===== src/rtl/timer_set_ctrl.sv =====
// Light-timer time base: packed-BCD HH:MM:SS counter with one-second run mode
// and a button-driven set sequence (HH -> MM -> SS) with blinking field select.

// One BCD byte: computes the incremented value and flags the wrap point.
module timer_set_bcd_field #(
  parameter logic [7:0] MAX = 8'h59
) (
  input  logic [7:0] val,
  input  logic       inc,
  output logic [7:0] nxt,
  output logic       wrap
);
  logic [3:0] hi, lo;

  assign hi   = val[7:4];
  assign lo   = val[3:0];
  assign wrap = (val == MAX);

  always_comb begin
    nxt = val;
    if (inc) begin
      if (wrap)           nxt = 8'h00;
      else if (lo >= 4'd9) nxt = {hi + 4'd1, 4'd0};
      else                nxt = {hi, lo + 4'd1};
    end
  end
endmodule

module timer_set_ctrl #(
  parameter int TICK_DIV  = 50000000,
  parameter int BLINK_DIV = 25000000
) (
  input  logic        i_clk,
  input  logic        i_rst,
  input  logic        i_btn_mode,
  input  logic        i_btn_inc,
  output logic [23:0] o_time,
  output logic [2:0]  o_field,
  output logic        o_blink,
  output logic        o_tick
);
  localparam int PW = (TICK_DIV  > 1) ? $clog2(TICK_DIV)  : 1;
  localparam int BW = (BLINK_DIV > 1) ? $clog2(BLINK_DIV) : 1;
  localparam logic [PW-1:0] PRESC_LAST = PW'(TICK_DIV - 1);
  localparam logic [BW-1:0] BLINK_LAST = BW'(BLINK_DIV - 1);
  // Field order follows o_time byte order: [2]=HH, [1]=MM, [0]=SS.
  localparam logic [2:0][7:0] FMAX = {8'h23, 8'h59, 8'h59};

  typedef enum logic [1:0] {RUN, SET_HH, SET_MM, SET_SS} state_e;

  state_e        state_q, state_d;
  logic [2:0]    field_d;
  logic [PW-1:0] presc_q, presc_d;
  logic [BW-1:0] blink_cnt_q;
  logic          run_q, stay_run, tick_d, set_inc, state_chg;
  logic [2:0]    fld_inc, wrap;
  logic [23:0]   time_d;

  // State register
  always_ff @(posedge i_clk) begin
    if (i_rst) state_q <= RUN;
    else       state_q <= state_d;
  end

  // Next-state logic: a mode pulse always advances, regardless of inc
  always_comb begin
    state_d = state_q;
    if (i_btn_mode) begin
      case (state_q)
        RUN:     state_d = SET_HH;
        SET_HH:  state_d = SET_MM;
        SET_MM:  state_d = SET_SS;
        SET_SS:  state_d = RUN;
        default: state_d = RUN;
      endcase
    end
  end

  // Output decode of the upcoming state, registered below as o_field
  always_comb begin
    field_d = 3'b000;
    case (state_d)
      SET_HH:  field_d = 3'b100;
      SET_MM:  field_d = 3'b010;
      SET_SS:  field_d = 3'b001;
      default: field_d = 3'b000;
    endcase
  end

  assign run_q     = (state_q == RUN);
  assign stay_run  = run_q && !i_btn_mode;
  assign state_chg = (state_d != state_q);
  assign tick_d    = stay_run && (presc_q == PRESC_LAST);
  assign set_inc   = !run_q && i_btn_inc && !i_btn_mode;
  assign presc_d   = (stay_run && !tick_d) ? presc_q + PW'(1) : '0;

  // o_field mirrors state_q, so it doubles as the set-mode field select.
  assign fld_inc[0] = tick_d                       | (set_inc & o_field[0]);
  assign fld_inc[1] = (tick_d & wrap[0])           | (set_inc & o_field[1]);
  assign fld_inc[2] = (tick_d & wrap[0] & wrap[1]) | (set_inc & o_field[2]);

  for (genvar g = 0; g < 3; g++) begin : g_fld
    timer_set_bcd_field #(.MAX(FMAX[g])) u_fld (
      .val  (o_time[g*8 +: 8]),
      .inc  (fld_inc[g]),
      .nxt  (time_d[g*8 +: 8]),
      .wrap (wrap[g])
    );
  end

  always_ff @(posedge i_clk) begin
    if (i_rst) begin
      presc_q <= '0;
      o_time  <= '0;
      o_tick  <= 1'b0;
      o_field <= 3'b000;
    end else begin
      presc_q <= presc_d;
      o_time  <= time_d;
      o_tick  <= tick_d;
      o_field <= field_d;
    end
  end

  // Blink phase restarts from 0 on every mode change so each field starts visible-low
  always_ff @(posedge i_clk) begin
    if (i_rst || state_chg || run_q) begin
      blink_cnt_q <= '0;
      o_blink     <= 1'b0;
    end else if (blink_cnt_q == BLINK_LAST) begin
      blink_cnt_q <= '0;
      o_blink     <= ~o_blink;
    end else begin
      blink_cnt_q <= blink_cnt_q + BW'(1);
    end
  end
endmodule

===== config.mk =====
export PLATFORM = sky130hd
export DESIGN_NAME = timer_set_ctrl
export DESIGN_NICKNAME = d
export VERILOG_FILES = /design/src/rtl/timer_set_ctrl.sv
export SDC_FILE = /design/constraint.sdc
export NUM_CORES = 1
export LEC_CHECK = 0
export BUFFER_PORTS_ARGS = -buffer_cell sky130_fd_sc_hd__buf_2
export CORE_AREA = 2 2 105 107
export DETAILED_ROUTE_END_ITERATION = 12
export DIE_AREA = 0 0 107 109
export HOLD_SLACK_MARGIN = 0.15
export PLACE_DENSITY = 0.64
export REMOVE_ABC_BUFFERS = 1
export SYNTH_ARGS = -nofsm -noshare
export SYNTH_HDL_FRONTEND = slang
export SYNTH_SLANG_ARGS = --single-unit

===== constraint.sdc =====
create_clock -name i_clk -period 3 [get_ports i_clk]
set_clock_uncertainty 0.15 [all_clocks]
set_input_delay 0.3 -clock i_clk [delete_from_list [all_inputs] [get_ports i_clk]]
set_output_delay 0.3 -clock i_clk [all_outputs]
set_load 0.01 [all_outputs]

-- Word level (Yosys, flattened, before mapping)
Cells that the tools add are included.
- add/subtract/negate cells: 8
- order comparisons: 3
- equal/unequal tests: 12
- multiplexer cells: 9
- bitwise operators: 10
- reduce and logical (&&, ||, !) cells: 19
- operator list (cell ; count):
    2-to-1 mux 8 bit ; 6
    adder 26 x 1 -> 26 bit (second input constant) ; 1
    == test 26 bit (second input constant) ; 1
    adder 25 x 1 -> 25 bit (second input constant) ; 1
    == test 25 bit (second input constant) ; 1
    adder 4 x 1 -> 4 bit (second input constant) ; 6
    == test 8 x 7 -> 1 bit (second input constant) ; 2
    greater-or-equal comparator 4 bit (second input constant) ; 3
    case mux 3 bit (3 select lines) ; 1
    == test 2 bit (second input constant) ; 4
    == test 8 x 6 -> 1 bit (second input constant) ; 1
    case mux 2 bit (4 select lines) ; 1
    AND reduction 2 bit ; 3
    nonzero test 2 bit ; 3
    AND 1 bit ; 5
    logical AND 1 bit ; 5
    == test 2 x 1 -> 1 bit (second input constant) ; 2
    OR reduction 2 bit ; 2
    logical NOT 1 bit ; 3
    OR 1 bit ; 3
    logical NOT 2 bit ; 1
    logical OR 1 bit ; 2
    2-to-1 mux 2 bit ; 1
    inequality test 2 bit ; 1
    NOT 1 bit ; 2
- flip-flop bits (word level): 82
- input port bits: 4
- output and inout port bits: 29
- logic and storage cells: 73

-- Depth between registers and ports, before layout
Gate-level depths: netlist of the first run.
- depth in word-level cells: 7
- gate-level depth with buffers: 8
- mapped depth without buffers: 7

-- By module
Synthesis of the first run repeated with hierarchy kept, for this count alone.
- cells, all modules: 506
- area, all modules: 4299.1 um^2
- by module, submodules not included (module ; times used ; cells each ; area each (um^2) ; seq. area each (um^2)):
    timer_set_ctrl ; 1 ; 381 ; 3464.6 ; 1641.6
    timer_set_bcd_field at g_fld[0].u_fld ... ; 2 ; 42 ; 272.8 ; 0.0
    timer_set_bcd_field at g_fld[2].u_fld ; 1 ; 41 ; 289.0 ; 0.0

-- Least setup slack after synthesis of the first run
No wires, ideal clock.
- path type: register -> register
- start point: register presc_q[0]
- end point: register o_time[14]
- arrival: 2209 ps
- required time: 2733 ps
- slack: 523 ps
- stages on the path, launching flop included: 8
- period minus slack after synthesis: 2477 ps
- path through: dfxtp_1 ha_1 nand3_2 or4_1 buf_2 or4_4 a21o_1 a32o_1
- longest elaborated chain between the ends: 5
- ends and longest elaborated chain (item ; RTL line ; source):
    from (decl) ; 53 ; logic [PW-1:0] presc_q, presc_d;
    from (signal assigned) ; 118 ; presc_q <= presc_d;
    == test 26 bit ; 93 ; assign tick_d = stay_run && (presc_q == PRESC_LAST);
    logical AND 1 bit ; 93 ;
    AND 1 bit ; 99 ; assign fld_inc[1] = (tick_d & wrap[0]) | (set_inc & o_field[1]);
    OR 1 bit ; 99 ;
    AND reduction 2 bit (no line) ; n/a ;
    to (signal assigned) ; 119 ; o_time <= time_d;
    to (decl) ; 37 ; output logic [23:0] o_time,
No other way between the ends.
A chain may end at the register's enable or synchronous reset.

-- Worst setup path after layout of the first run
- start point: register presc_q[0]
- end point: register o_time[8]
- longest elaborated chain between the ends: 4
- ends and longest elaborated chain (item ; RTL line):
    == test 26 bit ; 93
    logical AND 1 bit ; 93
    AND 1 bit ; 99
    OR 1 bit ; 99
No other way between the ends.

==> results by group, run 1 <==
Power and ir drop
  • Leak: 0.001660 uW
  • Peak supply drop: 0.2142 mV
  • PwrDens: 439.5 mW/mm^2

CTS
  • Worst skew pair latency: 0.36 ns
  • Clock slew at reported path FFs: 0.08 ns
  • # hold bufs at CTS: 0
  • Clock sink count: 82
  • Post-CTS Repair Setup Buffers: 0
  • Root Buffer: clkbuf_8
  • H-Tree Depth: 3
  • Post-CTS sizing: 0
  • Clock Path Buffers: 2
  • Clock buffer count from CTS: 9
  • CTS tree: yes

Synth
  • Async S/R FF share, synth: 0%
  • Mean post-synth cell area: 8.653 um^2
  • Mapped Area: 0.004006 mm^2
  • Share of the synthesized area in the top cell type: 40.97%
  • Synth top area cells: dfxtp_1, xor2_1, nor2_1, ha_1, nand3_1
  • Post-synth EDFFs: 0
  • Synth unique cells: 57
  • Seq/Total Area, Yosys: 40.97%
  • Post-synthesis cell count: 463
  • YS warnings: 0
  • Area leader, netlist: dfxtp_1
  • Top_reg_cell synth: dfxtp_1
  • Flop and latch count out of synthesis: 82

Critical path
  • Worst setup SP type: flop
  • Crit path required time: 3.09 ns
  • Worst setup EP type: flop
  • Crit Path Max Fanout: 8
  • Crit Path Class: flop to flop
  • Worst EP arrival: 2.77 ns

Cells and area
  • Syn-to-layout area delta: 13.52%
  • Layout cells sized above 1: 12.25%
  • Finished Core Util: 42.90%
  • Most common cell after layout, fill and taps aside: dfxtp_1
  • # fillers: 1059
  • Most frequent cells in the layout: dfxtp_1, nor2_1, xor2_1
  • Final #Nets: 524
  • Ant. Diodes: 0

Global routing
  • Largest net degree at the start of global routing: 29
  • Initial antenna violation count: 0
  • GRT overflow: 0
  • Global routing's busiest layer: met2
  • Vias in the first global route: 3181
  • Met1 Usage GRT: 20.32%
  • Gr usage total: 15.39%
  • First-pass GRT wire length: 14690 um
  • Met3 Use GR: 2.869%
  • Met2 usage: 25.34%

Floorplan
  • Core area: 0.01060 mm^2
  • Core Rows: 38
  • Initial Util: 37.79%
  • Num ports: 33
  • Die Wd: 107 um
  • Die area: 0.01166 mm^2
  • Die Y: 109 um

Timing
  • Setup TNS: 0 ns
  • Final setup fails: 0
  • Min Clock Period, post-route: 2.677 ns
  • Final slew viol count: 0
  • Worst-Margin Slew: 0.8297 ns
  • Final count of hold timing violations: 0
  • Max Fclk: 0.3735 GHz
  • Slew margin rel.: 44.52%
  • RSZ-0062 raised after global routing: no
  • Final worst path period share: 89.24%

Placement
  • Detail Placement HPWL: 6168 um
  • Port bufs: 32
  • Routability cong.: 0.7987

Outcome
  • Status: complete, no violations

Routing
  • # DRC: 0
  • Vias per std cell: 5.204
  • DRT Pass-1 Iters: 4
  • Routed wire per std cell: 13.18 um
  • Iter 0 DRT Violations: 192
  • DRT antenna net count: 0
  • Final WL: 8512 um
  • Vias: 3362

Hold path
  • Worst hold path class: input pin to flop

Run
  • MaxCap Viol Count: 0
[synth_stat cells, drive strengths merged (3+ instances only)]
master,number
a21oi,9
and2,6
and3,17
and4,3
clkbuf,9
dfxtp,82
ha,19
inv,19
mux2i,3
nand2,29
nand3,33
nand4,17
nand4b,5
nor2,70
nor2b,7
nor3,9
nor3b,4
nor4,6
nor4bb,4
o2111ai,3
o21ai,14
o22ai,3
o31ai,4
or2,3
or4,6
xnor2,16
xor2,33
[critical path, stage by stage, from the launching register on]
cell and delay, ns:
dfxtp_1 0.38, ha_1 0.22, nand3_2 0.14, or4_1 0.69, or2_1 0.31, o21ai_0 0.31
mux2_2 0.38
[per-layer routing]
metal  vias up  share of wire, %
li1       1701                 -
met1      1600                49
met2        51                47
met3        10               3.5
met4         0               1.2
met5         -                 0
[flip-flops by register name (all words and copies together), names as in the netlist]
register / flops
o_time: 24
presc_q: 26
o_tick: 1
o_field: 3
blink_cnt_q: 25
o_blink: 1
state_q: 2
[kinds of logic after synthesis]
family | count (synthesis) | synth area share, %
AND/OR/NAND/NOR | 228 | 29.98
flip-flops | 82 | 40.97
AO/OA/AOI/OAI | 50 | 8.433
XOR/XNOR | 49 | 10.71
buffers and inverters | 31 | 2.935
adder cells (fa/ha/maj) | 19 | 5.934
multiplexers | 4 | 1.031
[through the flow]
| stage | setup WS [ns] | instance area [um^2] | total power [uW] | hold slack, ns | cells |
|---|---|---|---|---|---|
| finish | 0.3227 | 4548 | 1999 | 0.2613 | 646 |
| global route | 0.1883 | 4548 | 2082 | 0.2932 | 646 |
| CTS | 0.3530 | 4548 | 2023 | 0.2497 | 646 |
| detailed placement | 0.3644 | 4344 | 1205 | 0.3107 | 630 |
| global placement | 0.3922 | 4344 | 1201 | 0.2939 | 630 |
| floorplan | 0.5257 | 3964 | 1173 | 0.2191 | 452 |
[area by class of cell]
class	instances	area [um^2]	area share (%)
multi-input combinational	350	2247	49.41
clock inverter	6	66.31	1.458
timing repair buffer	38	205.2	4.512
inverter	20	75.07	1.651
sequential	82	1642	36.09
tap	140	175.2	3.851
clock buffer	10	137.6	3.026
[final timing paths]
kind / cells past startpoint / from / slack [ns] / end
hold / removal: 3 / i_btn_mode / 0.26 / state_q[1]
hold reg to reg: 1 / blink_cnt_q[0] / 0.32 / blink_cnt_q[0]
setup / recovery: 6 / presc_q[0] / 0.32 / o_time[8]
setup reg to reg: 6 / presc_q[0] / 0.32 / o_time[8]
[power breakdown]
| group | internal (uW) | switching [uW] |
|---|---|---|
| clock network | 409 | 411 |
| registers | 1100 | 8.34 |
| logic | 23.9 | 50.3 |
| total | 1530 | 470 |
Note: power is estimated with default switching activity, not from simulation.
==> run 2, diff against run 1 <==
CORE_AREA = 2 2 86 130   (was 2 2 105 107)
DIE_AREA = 0 0 88 132   (was 0 0 107 109)
==> run 2 against run 1 <==
  * Utilization grew 2.1 points
  * Setup slack better by 0.037 ns
  * Design area is 3.0% higher
  * Routed wire length grew 1.2%
  * Flip-flop and latch count unchanged
  * Critical path type unchanged
  * Critical endpoint is now o_time[14]
  * Largest cell class unchanged
==> results by group, run 2 (synthesized netlist as in run 1, its figures left out) <==
Outcome
  • Status: complete, no violations

Critical path
  • Crit Path Class: flop to flop
  • Worst EP arrival: 2.72 ns
  • Worst setup SP type: flop
  • Worst setup EP type: flop
  • Crit path required time: 3.08 ns
  • R2R Path Start: presc_q[0]
  • R2r setup slk: 0.36 ns
  • Setup crit start: presc_q[0]
  • Crit Path Max Fanout: 8

Timing
  • Final count of hold timing violations: 0
  • Worst-Margin Slew: 0.9563 ns
  • Final worst setup slack: 0.3594 ns
  • Final worst path period share: 88.02%
  • RSZ-0062 raised after global routing: no
  • Final slew viol count: 0
  • Setup TNS: 0 ns
  • Max Fclk: 0.3787 GHz
  • Slew margin rel.: 35.70%
  • Min Clock Period, post-route: 2.641 ns
  • Final setup fails: 0

Placement
  • DP Area: 0.004342 mm^2
  • Port bufs: 32
  • Pre-CTS setup slack: 0.3637 ns
  • Routability cong.: 0.8642
  • Detail Placement HPWL: 6080 um

Routing
  • Final WL: 8610 um
  • # DRC: 0
  • Routed wire per std cell: 13.27 um
  • DRT Pass-1 Iters: 6
  • Vias: 3390
  • Vias per std cell: 5.223
  • Iter 0 DRT Violations: 119
  • DRT antenna net count: 0

Floorplan
  • Core area: 0.01042 mm^2
  • Initial Util: 38.46%
  • Die area: 0.01162 mm^2
  • Core Rows: 46
  • Die Y: 132 um
  • Die Wd: 88 um
  • Num ports: 33

CTS
  • Clock sink count: 82
  • H-Tree Depth: 3
  • CTS tree: yes
  • # hold bufs at CTS: 0
  • Post-CTS Repair Setup Buffers: 0
  • Post-CTS sizing: 0
  • Clock Path Buffers: 2
  • Clock buffer count from CTS: 9
  • Worst skew pair latency: 0.34 ns
  • Root Buffer: clkbuf_16
  • Clock slew at reported path FFs: 0.06 ns

Cells and area
  • Syn-to-layout area delta: 16.96%
  • Most frequent cells in the layout: dfxtp_1, nor2_1, xor2_1
  • Regs by FF count: presc_q x26, blink_cnt_q x25, o_time x24
  • Final instance area: 0.004686 mm^2
  • Layout cells sized above 1: 11.88%
  • Largest Register: presc_q
  • Final #Nets: 523
  • Max reg flops: 26
  • Ant. Diodes: 0
  • Most common cell after layout, fill and taps aside: dfxtp_1

Global routing
  • GRT overflow: 0
  • Initial antenna violation count: 0
  • First-pass GRT wire length: 14710 um
  • Largest net degree at the start of global routing: 29
  • Vias in the first global route: 3314
  • Gr usage total: 15.52%

Hold path
  • Worst hold path class: input pin to flop
  • Hold Path Origin: i_btn_mode

Power and ir drop
  • Final Power: 2448 uW
  • Leak: 0.001713 uW
  • PwrDens: 522.5 mW/mm^2
  • Peak supply drop: 0.1986 mV

Run
  • MaxCap Viol Count: 0
[run 2: cell count changes in the layout (fill, tap and decap cells not counted)]
cell and change:
clkinv_4 -1, clkinv_2 -2, clkbuf_16 +9, clkinvlp_4 +1, clkbuf_1 +1, bufinv_16 +2, buf_4 -1, clkbuf_8 -10
[run 2: per-layer routing]
metal	GRT usage, %	routed length (um)
met4	7.436	180
met3	3.507	269
met2	26.05	4270
met1	18.24	3890
met5	0	0
[run 2: worst max-delay path, cell delays in order, from the launching register on]
cell and delay [ns]:
dfxtp_1 0.37, ha_1 0.22, nand3_2 0.14, or4_1 0.68, or4_4 0.54, a21o_1 0.19, a32o_1 0.24
[run 2: area by class of cell]
type                       instances  area [um^2]
clock buffer                      10        229.0
timing repair buffer              37        197.7
fill                            1011         5732
tap                              144        180.2
clock inverter                     6        115.1
sequential                        82         1642
multi-input combinational        350         2247
inverter                          20        75.07
[run 2: through the flow]
| stage | util [%] | instances | hold WS [ns] |
|---|---|---|---|
| after CTS | 44.98 | 649 | 0.2424 |
| after floorplan | - | 452 | 0.2191 |
| after detailed placement | 41.68 | 633 | 0.3025 |
| after global placement | 41.68 | 633 | 0.2965 |
| after global routing | 44.98 | 649 | 0.2752 |
| final | 44.98 | 649 | 0.2606 |
[run 2: where the power goes]
part	total [uW]	switching [uW]	internal (uW)
Clock	1270	453	816
Combinational	73.9	50.0	23.9
Sequential	1110	7.43	1100
Total	2450	510	1940
[run 2: path summary, 6_finish.rpt]
kind	endpoint	depth (start not counted)
setup / recovery	o_time[14]	6
hold / removal	state_q[1]	3
setup reg to reg	o_time[14]	6
hold reg to reg	presc_q[0]	1
